`src/rtl/serial_frame_rx.sv`:
```
// Serial frame receiver: start bit, LSB-first payload, optional even parity, stop bit.
// Completed good frames are held in a single-entry output register with a valid/ready handshake.
module serial_frame_rx #(
    parameter int DATA_W    = 8,
    parameter int PARITY_EN = 1
) (
    input  logic              clk,
    input  logic              rst,
    input  logic              data_in,
    input  logic              out_ready,
    output logic [DATA_W-1:0] data_out,
    output logic              out_valid,
    output logic              busy,
    output logic              parity_err,
    output logic              frame_err,
    output logic              overrun
);

    localparam int CNT_W = $clog2(DATA_W + 1);
    localparam logic [CNT_W-1:0] LAST_BIT = CNT_W'(DATA_W - 1);

    typedef enum logic [1:0] {
        S_IDLE   = 2'd0,
        S_DATA   = 2'd1,
        S_PARITY = 2'd2,
        S_STOP   = 2'd3
    } state_t;

    state_t             r_state;
    state_t             w_next;
    logic [CNT_W-1:0]   r_bit_cnt;
    logic [DATA_W-1:0]  r_shift;
    logic               r_par;
    logic               w_par_ok;
    logic               w_good;

    // Handshake: data_out is offered while out_valid=1 and is consumed on any
    // edge where out_valid=1 and out_ready=1; out_ready is ignored otherwise.

    always_ff @(posedge clk) begin
        if (!rst) begin
            r_state <= S_IDLE;
        end else begin
            r_state <= w_next;
        end
    end

    always_comb begin
        w_next = r_state;
        case (r_state)
            S_IDLE:   if (!data_in) w_next = S_DATA;
            S_DATA:   if (r_bit_cnt == LAST_BIT) w_next = (PARITY_EN != 0) ? S_PARITY : S_STOP;
            S_PARITY: w_next = S_STOP;
            S_STOP:   w_next = S_IDLE;
            default:  w_next = S_IDLE;
        endcase
    end

    // In S_STOP, data_in is the stop bit being sampled on this edge.
    assign w_par_ok = ~(^{r_shift, r_par});
    assign w_good   = data_in && ((PARITY_EN == 0) || w_par_ok);
    assign busy     = (r_state != S_IDLE);

    always_ff @(posedge clk) begin
        if (!rst) begin
            r_bit_cnt  <= '0;
            r_shift    <= '0;
            r_par      <= 1'b0;
            data_out   <= '0;
            out_valid  <= 1'b0;
            parity_err <= 1'b0;
            frame_err  <= 1'b0;
            overrun    <= 1'b0;
        end else begin
            parity_err <= 1'b0;
            frame_err  <= 1'b0;
            if (out_valid && out_ready) begin
                out_valid <= 1'b0;
            end
            case (r_state)
                S_IDLE: begin
                    r_bit_cnt <= '0;
                end
                S_DATA: begin
                    r_shift   <= {data_in, r_shift[DATA_W-1:1]};
                    r_bit_cnt <= r_bit_cnt + CNT_W'(1);
                end
                S_PARITY: begin
                    r_par <= data_in;
                end
                S_STOP: begin
                    if (!data_in) begin
                        frame_err <= 1'b1;
                    end else if (!w_good) begin
                        parity_err <= 1'b1;
                    end else if (!out_valid || out_ready) begin
                        data_out  <= r_shift;
                        out_valid <= 1'b1;
                    end else begin
                        overrun <= 1'b1;
                    end
                end
                default: begin
                    r_bit_cnt <= '0;
                end
            endcase
        end
    end

endmodule

```
`config.mk`:
```
export PLATFORM = sky130hd
export DESIGN_NAME = serial_frame_rx
export DESIGN_NICKNAME = d
export VERILOG_FILES = /design/src/rtl/serial_frame_rx.sv
export SDC_FILE = /design/constraint.sdc
export NUM_CORES = 1
export LEC_CHECK = 0
export ABC_CLOCK_PERIOD_IN_PS = 1900
export CAP_MARGIN = 10
export CORE_ASPECT_RATIO = 0.8
export CORE_MARGIN = 4
export CORE_UTILIZATION = 50
export DETAILED_ROUTE_END_ITERATION = 12
export HOLD_SLACK_MARGIN = 0.06
export PLACE_DENSITY = 0.74
export SYNTH_ARGS = -nofsm -noshare
export SYNTH_HDL_FRONTEND = slang
export SYNTH_SLANG_ARGS = --single-unit
```
`constraint.sdc`:
```
create_clock -name clk -period 1.9 [get_ports clk]
set_input_delay 0.38 -clock clk [delete_from_list [all_inputs] [get_ports clk]]
set_output_delay 0.38 -clock clk [all_outputs]
set_load 0.05 [all_outputs]
```
==> out/metrics.cfg, run 1 <==
[pwr]
combPwrFrac_pct=40.7
vdd_ir_drop_max_v=0.000792
p_sw_w=0.000539
power.density_nw_per_um2=1030
sw_frac_of_total_pct=35.6
clkPwrFrac_pct=15.8
p_total_w=0.00151
seq_power_share_pct=43.5
p_leak_nw=0.761
intPower_w=0.000975

[placement]
gp_congestion=0.761
dp_hpwl_mm=1.60
portBuffers=16
dp_slack_ps=18.1

[floorplan]
die_w_um=63.3
die_h_um=52.2
start_util_pct=54.8
rows=15
io_pins=17
fp.dieArea_um2=3310
coreArea_um2=2230

[logic_synthesis]
synth.avg_cell_area_um2=9.95
synth_edf_count=0
ys_warn_count=0
postSynth.asyncResetShare_pct=0
synthDistinctLibCells=29
ys_seq_area_share_pct=44.2
ys_ff_latch=27
synth_area_um2=1220
ys.flop_type=dfxtp_1
syn_nets=132
syn-instance-count=123

[clock_tree]
tritoncts=yes
cts_buffers=3
clkSlewWorstSetupHoldPaths_ps=130
ctsHoldBuffers=0
cts_root_buffer=clkbuf_4
insertion_delay_ps=310
clock-sinks=27
htreeDepth=1
max-clock-path-buffers=2

[layout]
n_fill_cell=183
area_growth_pct=20.4
drive_gt1_share_pct=8.45
fin_util_pct=66.0
diodes=0
nets=152

[global_routing]
grt_max_degree=19
antenna_found_initial=0
grt_pass1_wl_mm=3.84
track_usage_pct=14.9
overflow=0
grt_pass1_vias=836

[setup_path]
cp_data_required_time_ps=1520
crit_path_max_fanout=6
cp.arrival_ps=1380
crit_path_end_kind=primary output
worst-setup-path-type=reg -> out
startpoint_type=flop

[timing]
max_slew_margin_pct=65.6
rsz0062_at_grt=no
post-route-min-period_ps=1760
max_freq_ghz=0.569
finalCritPeriodShare_pct=92.4
worst_pin_slew_ps=515
slew_violations=0
hold_violations=0
setup_viol=0
clock_skew_ps=2.94
worst_slack_ps=144
tns_ps=0

[drt]
first_pass_iters=4
vias=880
initialDrtViolationCount=20
antenna_left=0
wl_per_cell_um=13.1
via_per_inst=5.27
drcViolationCount=0
wirelength_mm=2.19

[worst_hold_path]
hold_path.class=reg -> reg

[flow_run]
cap_violations=0

[status]
status=finished clean

## sequential cells by signal, indices dropped and copies added, names as in the netlist
signal / count
data_out: 8
r_shift: 8
r_bit_cnt: 4
r_state: 2
frame_err: 1
out_valid: 1
overrun: 1
parity_err: 1
r_par: 1
## critical path, cell delays in order, from the launching register on
cell     delay (ps)
dfxtp_1         400
inv_1            80
ha_1            280
inv_1           150
buf_12          150
## stage by stage
step	area (µm²)	std cells	hold slack, ps
CTS	1430	165	474
floorplan	1220	123	463
global placement	1410	161	442
finish	1470	167	464
global route	1470	167	504
detailed placement	1410	161	447
## kinds of logic (layout without fill, tap and decap cells)
family / count (synthesis) / count (layout) / share of synthesized area (%)
adder cells (fa/ha/maj): 5 / 5 / 5.11
flip-flops: 27 / 27 / 44.2
multiplexers: 19 / 19 / 16.6
buffers and inverters: 10 / 29 / 4.60
XOR/XNOR: 8 / 8 / 8.08
AO/OA/AOI/OAI: 8 / 8 / 3.99
AND/OR/NAND/NOR: 46 / 46 / 17.5
## path summary, 6_finish.rpt
check,slack (ps),cells after the start,from,to
setup / recovery,140,4,r_state[0]$_SDFFE_PN0P_,busy
hold / removal,460,2,data_out[4]$_SDFFE_PN0P_,data_out[4]$_SDFFE_PN0P_
setup reg to reg,170,5,r_shift[7]$_SDFFE_PN0P_,data_out[5]$_SDFFE_PN0P_
hold reg to reg,460,2,data_out[4]$_SDFFE_PN0P_,data_out[4]$_SDFFE_PN0P_
## power by group through the flow
stage | Clock [W] | Combinational [W] | Sequential (W)
final | 0.000239 | 0.000617 | 0.000659
after detailed placement | 0 | 0.000611 | 0.000673
after global placement | 0 | 0.000598 | 0.000670
after global routing | 0.000277 | 0.000676 | 0.000671
after CTS | 0.000252 | 0.000614 | 0.000660
after floorplan | 0 | 0.000442 | 0.000671
## per-layer routing
| layer | vias to the layer above | part of all wire [%] | global-route usage [%] |
|---|---|---|---|
| li1 | 453 | - | - |
| met1 | 409 | 47 | 18.6 |
| met2 | 16 | 48 | 25.6 |
| met3 | 2 | 3.9 | 4.51 |
| met4 | 0 | 0.59 | 3.23 |
| met5 | - | 0 | 0 |
## layout by cell type (no fill, tap or decap)
cell type and instances:
dfxtp_1 27, mux2i_1 18, nand2_1 18, nor2_1 16, dlymetal6s2s_1 11, ha_1 5, buf_4 5, inv_1 4
a21oi_1 4, xnor2_1 3, nor3b_1 3, xor2_1 3, clkbuf_4 3, clkdlybuf4s50_1 3, nand3_1 2, nand3b_1 2
xnor3_1 1, or2b_2 1, nand4b_1 1, nand4_1 1, xnor3_2 1, mux2i_4 1, a22oi_1 1, a211oi_1 1
nand2b_1 1, o22ai_1 1, and4_1 1, o31ai_1 1, clkbuf_1 1, dlygate4sd2_1 1, buf_12 1
## layout make-up
cell class	count	area (µm²)	share of cell area [%]
flip-flops and latches	27	541	36.7
multi-input cells	86	627	42.5
well taps	25	31.3	2.12
repair buffers	21	234	15.9
inverters	4	15.0	1.02
clock buffers	4	26.3	1.78
## cells in the mapped netlist, types with 2 or more instances
| library cell | count | area share [%] |
|---|---|---|
| dfxtp_1 | 27 | 44 |
| mux2i_1 | 18 | 15 |
| nand2_1 | 18 | 5.5 |
| nor2_1 | 16 | 4.9 |
| ha_1 | 5 | 5.1 |
| a21oi_1 | 4 | 1.6 |
| inv_1 | 4 | 1.2 |
| nor3b_1 | 3 | 1.8 |
| xnor2_1 | 3 | 2.1 |
| xor2_1 | 3 | 2.1 |
| clkbuf_1 | 2 | 0.61 |
| nand3_1 | 2 | 0.82 |
| nand3b_1 | 2 | 1.2 |
## timing repair
action,CTS,global route
resized for setup,1,11
gates cloned,0,0
buffers inserted,0,2
setup endpoints to repair,1,19
Note: power is estimated with default switching activity, not from simulation.
==> run 2: changes to the inputs <==
CAP_MARGIN = 20   (was 10)
==> results of run 2 <==
Final layout, timing and power as in run 1 (identical DEF).
==> run 3: changes to the inputs <==
REMOVE_ABC_BUFFERS = 1   (was unset)
==> out/metrics.cfg, run 3 (synthesis results as in run 1) <==
[setup_path]
path_delay_family=multiplexers
worst-setup-path-type=reg -> reg
cp_data_required_time_ps=2150
cp.arrival_ps=2080
critical-path-max-stage-delay_ps=460
cpMaxStageDelayCell=xnor3_1
crit_path_end_kind=flop
startpoint_type=flop
crit_buf_inv=0
crit_path_max_fanout=8
crit_chain=xnor3_1 -> nand4b_1 -> mux2i_4 -> mux2i_1

[layout]
diodes=0
n_fill_cell=192
final_cell_count_no_fill=166
final_common_cell=dfxtp_1
final_cell_mix=dfxtp_1 (27), mux2i_1 (18), nand2_1 (18), nor2_1 (16), dlymetal6s2s_1 (11)
drive_gt1_share_pct=7.80
fin_util_pct=65.7
finalInstanceArea_um2=1470
reg_top3=data_out (8), r_shift (8), r_bit_cnt (4)
ff_latch_area_um2=541
nets=151
area_growth_pct=19.9
multi_input_area_um2=627

[clock_tree]
cts_root_buffer=clkbuf_4
max-clock-path-buffers=2
insertion_delay_ps=320
post_cts_buffers=0
clkSlewWorstSetupHoldPaths_ps=130
htreeDepth=1
clock-sinks=27
tritoncts=yes
cts_buffers=3

[timing]
finalCritPeriodShare_pct=96.1
slew_violations=0
worst_slack_ps=73.4
rsz0062_at_grt=no
max_freq_ghz=0.547
clock_skew_ps=2.02
worst_pin_slew_ps=515
setup_viol=0
tns_ps=0
max_slew_margin_pct=65.6
post-route-min-period_ps=1830
hold_violations=0

[pwr]
vdd_ir_drop_max_v=0.000755
p_leak_nw=0.750
power.density_nw_per_um2=1030

[status]
status=finished clean

[drt]
wirelength_mm=2.11
antenna_left=0
vias=872
via_per_inst=5.25
wl_per_cell_um=12.7
first_pass_iters=4
drcViolationCount=0
initialDrtViolationCount=17

[global_routing]
grt_pass1_vias=889
antenna_found_initial=0
grt_pass1_wl_mm=3.83
track_usage_pct=15.0
overflow=0
grt_max_degree=17

[flow_run]
cap_violations=0

[placement]
gp_congestion=0.767
portBuffers=16
place_area_um2=1410
dp_slack_ps=45.0
dp_hpwl_mm=1.55
dp.cells=162

[worst_hold_path]
hold_path.class=reg -> reg

[floorplan]
fp.dieArea_um2=3310
coreArea_um2=2230
die_w_um=63.3
die_h_um=52.2
start_util_pct=54.8
rows=15
io_pins=17

## run 3: layout make-up
class	count	area share, %
Sequential cell	27	36.8
Timing Repair Buffer	20	15.5
Inverter	4	1.02
Tap cell	25	2.13
Clock buffer	4	1.79
Multi-Input combinational cell	86	42.7
## run 3: final timing paths
check                                start                       end  slack, ps  cells past startpoint
setup / recovery   r_shift[7]$_SDFFE_PN0P_  data_out[6]$_SDFFE_PN0P_         70                      4
hold / removal    data_out[4]$_SDFFE_PN0P_  data_out[4]$_SDFFE_PN0P_        470                      2
setup reg to reg   r_shift[7]$_SDFFE_PN0P_  data_out[6]$_SDFFE_PN0P_         70                      4
hold reg to reg   data_out[4]$_SDFFE_PN0P_  data_out[4]$_SDFFE_PN0P_        470                      2
## run 3: what timing repair did
| action | 4_1_cts | 5_1_grt |
|---|---|---|
| resized for setup | 0 | 11 |
| hold buffers | 0 | 0 |
| setup endpoints to repair | 0 | 11 |
## run 3: where the power goes
part	switching [W]	internal, W
logic	0.000340	0.000275
registers	0.0000440	0.000614
clock network	0.000157	0.0000821
## run 3: through the flow
| step | hold slack, ps | power, W |
|---|---|---|
| after global placement | 443 | 0.00127 |
| after floorplan | 452 | 0.00110 |
| final | 465 | 0.00151 |
| after CTS | 474 | 0.00153 |
| after detailed placement | 453 | 0.00129 |
| after global routing | 501 | 0.00162 |
## run 3: metal layers
layer	global-route usage, %	wire length, µm	vias up
met2	25.7	940	24
met3	4.51	119	4
met1	18.0	1030	397
met4	5.38	27	0
met5	0	0	-
li1	-	-	447
## run 3: worst register-to-register path: cells and delay by family (launching register included)
family        cells  cell delay, ps
mux               2             650
xor+xnor          1             460
flops             1             410
simple gates      1             240
